==> src/rtl/match_ctrl.sv <==
// match_ctrl
// Board-level controller for a ROWS x COLS matching-game grid. Owns the
// cursor, the two-card selection protocol, symbol comparison and the
// remaining-pair count, and drives one strobe line per card.
//
// Ports:
//   clk                  single clock
//   rst                  synchronous, active-low reset
//   btn_up/down/left/right  single-cycle cursor move pulses
//   btn_s                single-cycle select pulse
//   sym                  card symbols, card idx at [idx*SYM_W +: SYM_W]
//   hidden               per-card hidden flags read back from the cards
//   cur                  one-hot cursor, bit idx = row*COLS+col
//   s                    per-card select strobe (registered pulse)
//   ms                   per-card match-success strobe (registered pulse)
//   mf                   per-card match-failure strobe (registered pulse)
//   busy                 high while both selected cards are being shown
//   pairs_left           unmatched pairs remaining
//   done                 high when no pairs remain
module match_ctrl #(
  parameter int ROWS     = 4,
  parameter int COLS     = 4,
  parameter int SYM_W    = 3,
  parameter int SHOW_CYC = 4
) (
  input  logic                                  clk,
  input  logic                                  rst,
  input  logic                                  btn_up,
  input  logic                                  btn_down,
  input  logic                                  btn_left,
  input  logic                                  btn_right,
  input  logic                                  btn_s,
  input  logic [ROWS*COLS*SYM_W-1:0]            sym,
  input  logic [ROWS*COLS-1:0]                  hidden,
  output logic [ROWS*COLS-1:0]                  cur,
  output logic [ROWS*COLS-1:0]                  s,
  output logic [ROWS*COLS-1:0]                  ms,
  output logic [ROWS*COLS-1:0]                  mf,
  output logic                                  busy,
  output logic [$clog2(ROWS*COLS/2+1)-1:0]      pairs_left,
  output logic                                  done
);

  localparam int N   = ROWS * COLS;
  localparam int IW  = (N > 1) ? $clog2(N) : 1;
  localparam int RW  = (ROWS > 1) ? $clog2(ROWS) : 1;
  localparam int CW  = (COLS > 1) ? $clog2(COLS) : 1;
  localparam int PW  = $clog2(N / 2 + 1);
  localparam int CNW = $clog2(SHOW_CYC + 1);

  typedef enum logic [1:0] {
    IDLE = 2'd0,
    ONE  = 2'd1,
    SHOW = 2'd2
  } state_t;

  state_t          state, state_nxt;
  logic [RW-1:0]   row, row_nxt;
  logic [CW-1:0]   col, col_nxt;
  logic [IW-1:0]   cur_idx;
  logic [IW-1:0]   first_idx, first_nxt;
  logic [IW-1:0]   second_idx, second_nxt;
  logic [CNW-1:0]  cnt, cnt_nxt;
  logic [PW-1:0]   pairs_nxt;
  logic [N-1:0]    s_nxt, ms_nxt, mf_nxt;
  logic [SYM_W-1:0] sym_a, sym_b;

  // Cursor next position; opposing pulses in the same axis cancel.
  always_comb begin
    row_nxt = row;
    col_nxt = col;
    if (btn_up && !btn_down)
      row_nxt = (row == '0) ? RW'(ROWS - 1) : row - RW'(1);
    else if (btn_down && !btn_up)
      row_nxt = (row == RW'(ROWS - 1)) ? '0 : row + RW'(1);
    if (btn_left && !btn_right)
      col_nxt = (col == '0) ? CW'(COLS - 1) : col - CW'(1);
    else if (btn_right && !btn_left)
      col_nxt = (col == CW'(COLS - 1)) ? '0 : col + CW'(1);
  end

  // Select decisions use the registered cursor, i.e. before any move
  // sampled in the same cycle.
  assign cur_idx = IW'(row) * IW'(COLS) + IW'(col);
  assign cur     = N'(1) << cur_idx;

  assign sym_a = sym[int'(first_idx) * SYM_W +: SYM_W];
  assign sym_b = sym[int'(second_idx) * SYM_W +: SYM_W];

  assign busy = (state == SHOW);
  assign done = (pairs_left == '0);

  always_ff @(posedge clk) begin
    if (!rst) begin
      state      <= IDLE;
      row        <= '0;
      col        <= '0;
      pairs_left <= PW'(N / 2);
      s          <= '0;
      ms         <= '0;
      mf         <= '0;
    end else begin
      state      <= state_nxt;
      row        <= row_nxt;
      col        <= col_nxt;
      pairs_left <= pairs_nxt;
      s          <= s_nxt;
      ms         <= ms_nxt;
      mf         <= mf_nxt;
    end
  end

  // Selection bookkeeping is only meaningful in the states that set it.
  always_ff @(posedge clk) begin
    first_idx  <= first_nxt;
    second_idx <= second_nxt;
    cnt        <= cnt_nxt;
  end

  always_comb begin
    state_nxt  = state;
    first_nxt  = first_idx;
    second_nxt = second_idx;
    cnt_nxt    = cnt;
    pairs_nxt  = pairs_left;
    s_nxt      = '0;
    ms_nxt     = '0;
    mf_nxt     = '0;
    case (state)
      IDLE: begin
        if (btn_s && !done && !hidden[cur_idx]) begin
          s_nxt     = N'(1) << cur_idx;
          first_nxt = cur_idx;
          state_nxt = ONE;
        end
      end
      ONE: begin
        if (btn_s && !hidden[cur_idx]) begin
          s_nxt = N'(1) << cur_idx;
          if (cur_idx == first_idx) begin
            state_nxt = IDLE;
          end else begin
            second_nxt = cur_idx;
            cnt_nxt    = CNW'(SHOW_CYC);
            state_nxt  = SHOW;
          end
        end
      end
      SHOW: begin
        // Counter reaches 0 SHOW_CYC edges after entry; the verdict is
        // registered on the following edge.
        if (cnt == '0) begin
          if (sym_a == sym_b) begin
            ms_nxt    = (N'(1) << first_idx) | (N'(1) << second_idx);
            pairs_nxt = pairs_left - PW'(1);
          end else begin
            mf_nxt = (N'(1) << first_idx) | (N'(1) << second_idx);
          end
          state_nxt = IDLE;
        end else begin
          cnt_nxt = cnt - CNW'(1);
        end
      end
      default: state_nxt = IDLE;
    endcase
  end

endmodule
==> config.mk <==
export PLATFORM = sky130hd
export DESIGN_NAME = match_ctrl
export DESIGN_NICKNAME = d
export VERILOG_FILES = /design/src/rtl/match_ctrl.sv
export SDC_FILE = /design/constraint.sdc
export NUM_CORES = 1
export LEC_CHECK = 0
export CAP_MARGIN = 20
export CORE_MARGIN = 1.5
export CORE_UTILIZATION = 40
export CTS_CLUSTER_DIAMETER = 150
export DETAILED_ROUTE_END_ITERATION = 6
export GPL_TIMING_DRIVEN = 0
export PLACE_DENSITY_LB_ADDON = 0.3
export SETUP_SLACK_MARGIN = 0.15
export SLEW_MARGIN = 20
export SYNTH_ARGS = -nofsm -noshare
export SYNTH_HDL_FRONTEND = slang
export SYNTH_SLANG_ARGS = --single-unit
==> constraint.sdc <==
create_clock -name clk -period 2.7 [get_ports clk]
set_input_delay 0.54 -clock clk [delete_from_list [all_inputs] [get_ports clk]]
set_output_delay 0.54 -clock clk [all_outputs]
set_load 0.01 [all_outputs]
==> metrics.md <==
| Metric | Value |
|---|---|
| Dpl hpwl | `7650 um` |
| Final wirelength | `10100 um` |
| Global Route met2 Usage | `37.6%` |
| Number of fillers in the final layout | `676` |
| Die height | `98.8 um` |
| Setup ws final | `132 ps` |
| CTS tree | `built` |
| Worst path slowest cell | `mux4_2` |
| Routed len/inst | `15.8 um` |
| Register area | `0.00149 sq mm` |
| Clock Skew | `10.7 ps` |
| Startpoint types | `input pin` |
| Post-synth top cells | `58 x dfxtp_1, 45 x nand2_1, 45 x nor2_1` |
| R2R Setup Slk | `170 ps` |
| Effective utilization at floorplan | `41.7%` |
| Post-Synth Simple-Gate Area | `22.1%` |
| Hold buffer count at cts | `0` |
| Worst path arrival time | `2850 ps` |
| Internal Pwr Total | `1.96 mW` |
| Worst Tran Pin Value | `454 ps` |
| GR Layer Usage met1 | `23.5%` |
| Final hold vios | `0` |
| Top cell type's share of synthesized area | `31.6%` |
| Post-synthesis sequential area ratio | `40.6%` |
| Worst r2r dst | `ms[8]` |
| Critical path's largest stage delay | `520 ps` |
| Comb power frac | `32.6%` |
| First-pass GRT wire length | `16200 um` |
| Crit path capture | `ms[8]` |
| Switching Fraction | `31.2%` |
| Max_cap viols | `0` |
| Static Leakage | `2.13 nW` |
| DR pass1 iterations | `7` |
| Synthesis-to-finish area growth | `55.9%` |
| Avg Cell Area, Syn | `10.1 sq um` |
| Number of synthesized flops with an enable pin | `11` |
| Nets | `606` |
| Post-route ant nets | `0` |
| PD cells | `498 mW/mm^2` |
| Final setup viols | `0` |
| Synthesized cell area | `0.00367 sq mm` |
| Post-placement worst setup slack | `-288 ps` |
| CP delay by family, top | `buffers and inverters` |
| Routing usage on met3 | `4.82%` |
| Most numerous cell in the Yosys netlist | `dfxtp_1` |
| Net Count, Synth | `447` |
| Total CTS buffers | `9` |
| Fmax | `389 MHz` |
| Worst path required time | `2980 ps` |
| Violated checks | `DRC` |
| I/O Buffers | `140` |
| Main synth FF type | `dfxtp_1` |
| CTS root buffer | `clkbuf_8` |
| Drt drc | `6` |
| Clock power frac | `28.9%` |
| Crit-path cells | `clkdlybuf4s50_1 -> mux4_2 -> o22ai_4 -> o22ai_4 -> xor2_4 -> or3_4 -> buf_6 -> buf_12 -> nor2_2` |
| YS warnings | `0` |
| Worst Hold Class | `reg -> reg` |
| Vias | `3375` |
| Compound-Gate Fraction of Synth Area | `6.24%` |
| Core ar. | `0.00881 sq mm` |
| Vias in the first global route | `3415` |
| H-tree Lvls | `3` |
| Worst-path fanout max | `10` |
| Core Rows | `34` |
| Sw Pwr | `890 uW` |
| R2R depth | `10` |
| Post-Synth Adder-Cell Area | `3.75%` |
| Clock slew at reported path FFs | `80 ps` |
| Unrepaired setup endpoints after global routing | `yes` |
| Largest family of logic cells by synthesized area | `simple AND/OR/NAND/NOR gates` |
| Cell count after synthesis | `365` |
| Slew Viols, Final | `0` |
| Total die area | `0.00976 sq mm` |
| Crit path buf inv count | `3` |
| Gr busiest metal | `met2` |
| Area of the multi-input gates | `0.00216 sq mm` |
| Status | `finished with violations` |
| Async set-reset flop share out of synthesis | `0%` |
| Worst R2R Start | `first_idx[1]` |
| Sequential share of power | `38.5%` |
| Initial DRC count | `149` |
| Gr ovfl total | `0` |
| Most frequent cell on the critical path | `o22ai_4` |
| #FFs+latches synth | `69` |
| Io pins | `141` |
| Multiplexer area fraction after synthesis | `19.7%` |
| Top post-synthesis cells by area | `dfxtp_1 32%, mux4_2 17%, edfxtp_1 9.0%` |
| GRT Total Usage | `20.8%` |
| Initial antenna violation count | `0` |
| Largest net degree at the start of global routing | `15` |
| Final cycle utilization of the critical path | `95.1%` |
| Clk Latency, worst-skew pair | `350 ps` |
| XOR/XNOR Fraction of Synth Area | `2.39%` |
| Max Buffers Root-to-Sink | `2` |
| Sink Count | `69` |
| Area leader, netlist | `dfxtp_1` |
| Peak VDD IR | `0.270 mV` |
| Fin util | `65.0%` |
| Die X | `98.8 um` |
| Layout cells sized above 1 | `20.6%` |
| Post-route minimum period | `2570 ps` |
| RePlAce Congestion | `0.874` |
| Crit Path Category | `in -> reg` |
| Vias per cell | `5.30` |
| CP endpoint kind | `flop` |
| CP startpoint | `sym[26]` |
| Ant diodes | `0` |
| Max-slew headroom | `69.8%` |
| Synth unique cells | `39` |
| CP Depth | `9` |
[worst min-delay path by stage]
| stage | cells past startpoint | startpoint | slack (ps) | endpoint |
|---|---|---|---|---|
| floorplan | 0 | row[1] | 450 | first_idx[3] |
| global placement | 0 | row[1] | 460 | first_idx[3] |
| detailed placement | 0 | row[1] | 470 | first_idx[3] |
| CTS | 0 | col[1] | 500 | first_idx[1] |
| global route | 0 | col[0] | 500 | first_idx[0] |
| finish | 0 | col[0] | 490 | first_idx[0] |
[power by group through the flow]
stage / clock, mW / sequential [mW] / combinational [mW]
after CTS: 0.839 / 1.10 / 0.792
after detailed placement: 0 / 1.12 / 0.747
final: 0.826 / 1.10 / 0.929
after floorplan: 0 / 1.12 / 0.480
after global routing: 0.890 / 1.10 / 0.995
after global placement: 0 / 1.12 / 0.730
[cell type report]
type	count	area share [%]
inverters	14	0.918
multi-input cells	258	37.7
clock buffers	10	2.60
clock inverters	6	0.852
well taps	108	2.36
flip-flops and latches	69	26.1
repair buffers	148	26.0
plain buffers	24	3.54
[stage by stage]
step	power (mW)	instance area [sq um]	cells	setup TNS (ps)	hold slack (ps)
finish	2.85	5720	637	0	493
global route	2.99	5720	637	0	503
CTS	2.73	5490	630	0	497
detailed placement	1.87	5210	613	-11050	469
global placement	1.85	5210	613	-8850	465
floorplan	1.60	3680	365	0	450
[flip-flops by register name, summed over array words and instances (netlist names)]
signal	count
ms	16
col	2
mf	16
cnt	3
state	2
row	2
first_idx	4
second_idx	4
pairs_left	4
s	16
[cells by family (layout without fill, tap and decap cells)]
| kind of cell | count (synthesis) | count (layout) |
|---|---|---|
| xor gates and xnor gates | 10 | 10 |
| DFF | 69 | 69 |
| adders and majority gates | 11 | 11 |
| and+or+nand+nor | 165 | 165 |
| AOI/OAI and AO/OA | 34 | 34 |
| muxes | 38 | 38 |
| buffers and inverters | 38 | 202 |
[metal layers]
| layer | vias to the layer above | share of wire, % |
|---|---|---|
| met5 | - | 0 |
| met4 | 0 | 2.3 |
| met3 | 23 | 6.5 |
| met2 | 153 | 52 |
| met1 | 1593 | 39 |
| li1 | 1606 | - |
[placed cells by master, fill, tap and decap left out, drive strengths merged, types with 12 or more instances in the layout]
cell,netlist,final
clkdlybuf4s50,0,140
dfxtp,58,58
nor2,54,54
nand2,45,45
mux4,27,27
clkbuf,11,23
buf,13,19
inv,14,18
nand2b,14,14
o22ai,14,14
and3,12,12
[timing repair]
action | in CTS | in global routing
pin swaps | 2 | 8
gates resized for setup | 19 | 41
buffers inserted | 1 | 7
setup endpoints to repair | 63 | 47
Note: power is estimated with default switching activity, not from simulation.
